**config.mk**
```make
export PLATFORM = sky130hd
export DESIGN_NAME = req_ack_responder
export DESIGN_NICKNAME = d
export VERILOG_FILES = /design/src/rtl/req_ack_pkg.sv /design/src/rtl/req_ack_timer.sv /design/src/rtl/req_ack_responder.sv
export SDC_FILE = /design/constraint.sdc
export NUM_CORES = 1
export LEC_CHECK = 0
export ABC_CLOCK_PERIOD_IN_PS = 3000
export CAP_MARGIN = 20
export CELL_PAD_IN_SITES_DETAIL_PLACEMENT = 0
export CELL_PAD_IN_SITES_GLOBAL_PLACEMENT = 2
export CORE_ASPECT_RATIO = 1.5
export CORE_MARGIN = 3
export CORE_UTILIZATION = 33
export CTS_BUF_LIST = sky130_fd_sc_hd__clkbuf_8
export DETAILED_ROUTE_END_ITERATION = 8
export GPL_ROUTABILITY_DRIVEN = 0
export HOLD_SLACK_MARGIN = 0.1
export PLACE_DENSITY_LB_ADDON = 0.1
export SLEW_MARGIN = 5
export SYNTH_ARGS = -nofsm -noshare
export SYNTH_HDL_FRONTEND = slang
export SYNTH_HIERARCHICAL = 1
export SYNTH_SLANG_ARGS = --single-unit
```
**constraint.sdc**
```tcl
create_clock -name clk -period 3 [get_ports clk]
set_input_delay 0.75 -clock clk [delete_from_list [all_inputs] [get_ports clk]]
set_output_delay 0.75 -clock clk [all_outputs]
set_load 0.05 [all_outputs]
```
**src/rtl/req_ack_pkg.sv**
```systemverilog
// Shared types and widths for the req/ack responder.
package req_ack_pkg;

  localparam int unsigned LAT_W = 4;
  localparam int unsigned CNT_W = 16;

  typedef enum logic [1:0] {
    IDLE  = 2'd0,
    COUNT = 2'd1,
    ACK   = 2'd2
  } state_t;

endpackage

```
**src/rtl/req_ack_timer.sv**
```systemverilog
// Wait counter for a pending request; raises a sticky flag once the wait hits TIMEOUT.
module req_ack_timer #(
  parameter int unsigned TIMEOUT = 64
) (
  input  logic clk,
  input  logic rst,
  input  logic run,
  output logic expired
);

  localparam int unsigned TW = $clog2(TIMEOUT + 1);

  logic [TW-1:0] wait_cnt;

  // Counter clears whenever no request is waiting; saturates at TIMEOUT.
  always_ff @(posedge clk or posedge rst) begin
    if (rst) begin
      wait_cnt <= '0;
      expired  <= 1'b0;
    end else begin
      if (!run) begin
        wait_cnt <= '0;
      end else if (wait_cnt != TW'(TIMEOUT)) begin
        wait_cnt <= wait_cnt + TW'(1);
      end
      if (run && (wait_cnt == TW'(TIMEOUT - 1))) begin
        expired <= 1'b1;
      end
    end
  end

endmodule

```
**src/rtl/req_ack_responder.sv**
```systemverilog
// Acknowledging side of a req/ack level handshake with programmable latency,
// stall support, and sticky timeout / protocol-violation flags.
module req_ack_responder
  import req_ack_pkg::*;
#(
  parameter int unsigned LATENCY = 1,
  parameter int unsigned DW      = 8,
  parameter int unsigned TIMEOUT = 64
) (
  input  logic             clk,
  input  logic             rst,
  input  logic             req,
  input  logic [DW-1:0]    req_data,
  input  logic             stall,
  output logic             ack,
  output logic [DW-1:0]    ack_data,
  output logic [CNT_W-1:0] resp_cnt,
  output logic             err_timeout,
  output logic             err_proto
);

  localparam bit ZERO_LAT = (LATENCY == 0);
  localparam logic [LAT_W-1:0] LOAD = ZERO_LAT ? '0 : LAT_W'(LATENCY - 1);

  state_t           state;
  state_t           state_next;
  logic [LAT_W-1:0] cnt;
  logic [LAT_W-1:0] cnt_next;
  logic [DW-1:0]    data_q;
  logic             capture;
  logic             proto_set;
  logic             ack_fsm;
  logic             timer_run;

  always_ff @(posedge clk or posedge rst) begin
    if (rst) begin
      state     <= IDLE;
      cnt       <= '0;
      data_q    <= '0;
      resp_cnt  <= '0;
      err_proto <= 1'b0;
    end else begin
      state <= state_next;
      cnt   <= cnt_next;
      if (capture) data_q <= req_data;
      if (ack) resp_cnt <= resp_cnt + CNT_W'(1);
      if (proto_set) err_proto <= 1'b1;
    end
  end

  // Zero latency never leaves IDLE; the ack path is then purely combinational.
  always_comb begin
    state_next = state;
    cnt_next   = cnt;
    capture    = 1'b0;
    proto_set  = 1'b0;
    ack_fsm    = 1'b0;
    case (state)
      IDLE: begin
        if (req && !ZERO_LAT) begin
          capture    = 1'b1;
          cnt_next   = LOAD;
          state_next = (LATENCY == 1) ? ACK : COUNT;
        end
      end
      COUNT: begin
        if (!req) begin
          state_next = IDLE;
          proto_set  = 1'b1;
        end else if (!stall) begin
          cnt_next = cnt - LAT_W'(1);
          if (cnt <= LAT_W'(1)) state_next = ACK;
        end
      end
      ACK: begin
        if (stall) begin
          if (!req) begin
            state_next = IDLE;
            proto_set  = 1'b1;
          end
        end else begin
          ack_fsm    = 1'b1;
          state_next = IDLE;
        end
      end
      default: state_next = IDLE;
    endcase
  end

  assign ack      = (ZERO_LAT ? (req & ~stall) : ack_fsm) & ~rst;
  assign ack_data = ack ? (ZERO_LAT ? req_data : data_q) : '0;

  // The wait clock runs only while a request stays pending across an edge.
  assign timer_run = (state != IDLE) && (state_next != IDLE);

  req_ack_timer #(
    .TIMEOUT(TIMEOUT)
  ) u_timer (
    .clk    (clk),
    .rst    (rst),
    .run    (timer_run),
    .expired(err_timeout)
  );

endmodule

```
==> qor.yml <==
layout:
  finish.utilization: 0.4635
  stdcell_count: 312
  area.growth.synth_to_final_pct: 36.13
  antennaDiodeCount: 0
  mostFrequentLayoutCells: "dfrtp_1 (39), clkdlybuf4s50_1 (29), nand2_1 (21)"
  final_common_cell: "dfrtp_1"
  drive_gt1_frac: 0.1875
  finalInstanceArea_um2: 2701
  nets: 260
pwr:
  p_leak_nw: 1.231
  power.density_nw_per_um2: 656.0
  vdd_drop_max_mv: 0.2744
sta:
  layout_min_cycle_time_ns: 2.965
  tightest_slew_ns: 0.4970
  finClkSkew_ns: 0.002208
  max_freq_ghz: 0.3373
  finalSetupTns_ns: 0
  final.period_utilization: 0.9884
  hold_viol_final: 0
  slew_viol_final: 0
  setup_viol: 0
  relSlewSlack: 0.6676
place:
  hpwl_um: 3341
  io_buffers: 38
  postPlaceCellArea_um2: 2613
  placed_cells: 303
route:
  dr.pass1.iters: 4
  wl_per_cell_um: 13.94
  wirelength_um: 4350
  drt_iter0_drc: 60
  vias: 1520
  drc: 0
  vias_per_cell: 4.872
  ant_nets: 0
clocking:
  insertion_delay_ns: 0.28
  cts.hold.buffers_added: 0
  clockRootBuffer: "clkbuf_8"
  htree_num_levels: 2
  cts_buffers: 5
  clock-sinks: 39
  cts.reportedPaths.clkPinSlew_ns: 0.08
  cts.path.max_buffers: 2
  cts_tree: "yes"
synth:
  synth_seq_cells: 39
  syn-num-nets: 205
  syn_area_um2: 1984
  ys_warn_count: 6
  synth_cells: 184
  synth_area_per_cell_um2: 10.78
  ys_types: 39
  seq_area_frac_synth: 0.4918
worst_setup_path:
  crit_arrival_ns: 2.22
  cp-start-kind: "primary input"
  critPathKind: "primary input to output pin"
  critPathMaxFanout: 5
  worst-endpoint-required_ns: 2.25
  worstSetupEndpointType: "output pin"
flow_run:
  drv_cap: 0
die:
  core_um2: 5828
  rows: 34
  ios: 39
  start_util: 0.3405
  fp.dieH_um: 101.0
  die-width_um: 69.32
  die_area_um2: 6999
global_route:
  grt_max_degree: 32
  top_usage_layer: "met2"
  grt_use_met1: 0.1327
  grt_util_met2: 0.2471
  grt_pass1_vias: 1609
  grt_use_met3: 0.02994
  grt_pass1_wl_um: 7258
  gr-usage-all-layers: 0.1296
  antenna_found_initial: 0
  gr-total-overflow: 0
hold_path:
  hold_class: "register to register"
status:
  outcome: "finished, final reports clean"
cell type report:
cell class	count	area, um2
fillers	522	3127
repair buffers	51	568.0
well taps	72	90.09
clock buffers	5	68.82
flip-flops and latches	39	975.9
repair inverters	1	5.005
multi-input cells	127	928.4
clock inverters	3	12.51
inverters	14	52.55
where the power goes:
group / total, mW / switching [mW] / leakage, nW / internal (mW)
logic: 0.707 / 0.391 / 0.669 / 0.316
clock network: 0.336 / 0.180 / 0.0505 / 0.156
registers: 0.729 / 0.0923 / 0.511 / 0.637
what timing repair did:
item	4_1_cts	5_1_grt
endpoints found under the setup margin	8	2
resized for setup	1	1
gates cloned	0	1
setup buffers	0	0
pin swaps	0	0
critical path, stage by stage:
cell and delay, ns:
clkdlybuf4s50_1 0.48, or3b_4 0.47, clkinvlp_2 0.17, and2_1 0.20, buf_12 0.14
Yosys cell counts, drive strengths merged:
cell	instances	area, um2
a2111oi	1	8.760
a21oi	5	25.02
a22o	3	26.28
and2	9	56.30
and4	2	17.52
buf	3	26.27
clkbuf	1	3.750
dfrtp	39	975.9
ha	9	112.6
inv	14	52.55
mux2	8	90.09
mux2i	3	30.03
nand2	21	78.83
nand2b	5	31.28
nand3	6	30.03
nand3b	1	7.510
nand4	4	25.02
nor2	8	30.03
nor3	1	5.000
nor3b	1	12.51
nor4	2	42.54
o211ai	2	15.01
o21ai	6	30.03
o21bai	1	7.510
o22ai	2	12.51
o2bb2ai	1	8.760
o31ai	1	7.510
o41ai	1	8.760
or2	1	6.260
or3	1	6.260
or3b	2	17.52
or4	1	7.510
or4b	2	20.02
xnor2	11	96.34
xor2	6	52.55
metrics by stage:
stage	worst slack, ns	hold slack [ns]	total power [mW]
5_1_grt	-0.001611	0.5146	1.892
3_3_place_gp	-0.09676	0.4626	1.423
6_report	0.03484	0.4861	1.772
4_1_cts	0.04417	0.4974	1.803
3_5_place_dp	-0.1434	0.4755	1.453
2_1_floorplan	0.09044	0.4697	1.169
per-layer routing:
metal,wire length [um],share of wire,vias to the layer above
met5,0,0,-
met2,2502,0.58,30
met3,133,0.031,8
met4,83,0.019,0
li1,-,-,732
met1,1630,0.37,750
path summary, 6_finish.rpt:
kind / startpoint / end / slack (ns) / cells after the start
max: stall / ack_data[3] / 0.03 / 5
min: err_proto / err_proto / 0.49 / 1
max reg2reg: state[1] / u_timer/expired / 0.50 / 10
min reg2reg: err_proto / err_proto / 0.49 / 1
max in group asynchronous: rst / resp_cnt[15] / 1.67 / 4
min in group asynchronous: rst / u_timer/wait_cnt[2] / 0.90 / 3
cell families (layout without fill, tap and decap cells):
family                   after synthesis  in the layout  share of synthesized area
AO/OA/AOI/OAI                         23             23                    0.07567
XOR/XNOR                              17             17                    0.07503
adder cells (fa/ha/maj)                9              9                    0.05675
flip-flops                            39             39                     0.4918
buffers and inverters                 18             74                    0.04161
multiplexers                          11             11                    0.06053
AND/OR/NAND/NOR                       67             67                     0.1986
sequential cells by signal, summed over array words and instances (netlist names):
register          cells
resp_cnt             16
u_timer/expired       1
cnt                   4
err_proto             1
state                 2
data_q                8
u_timer/wait_cnt      7
(Power assumes the default switching activity.)
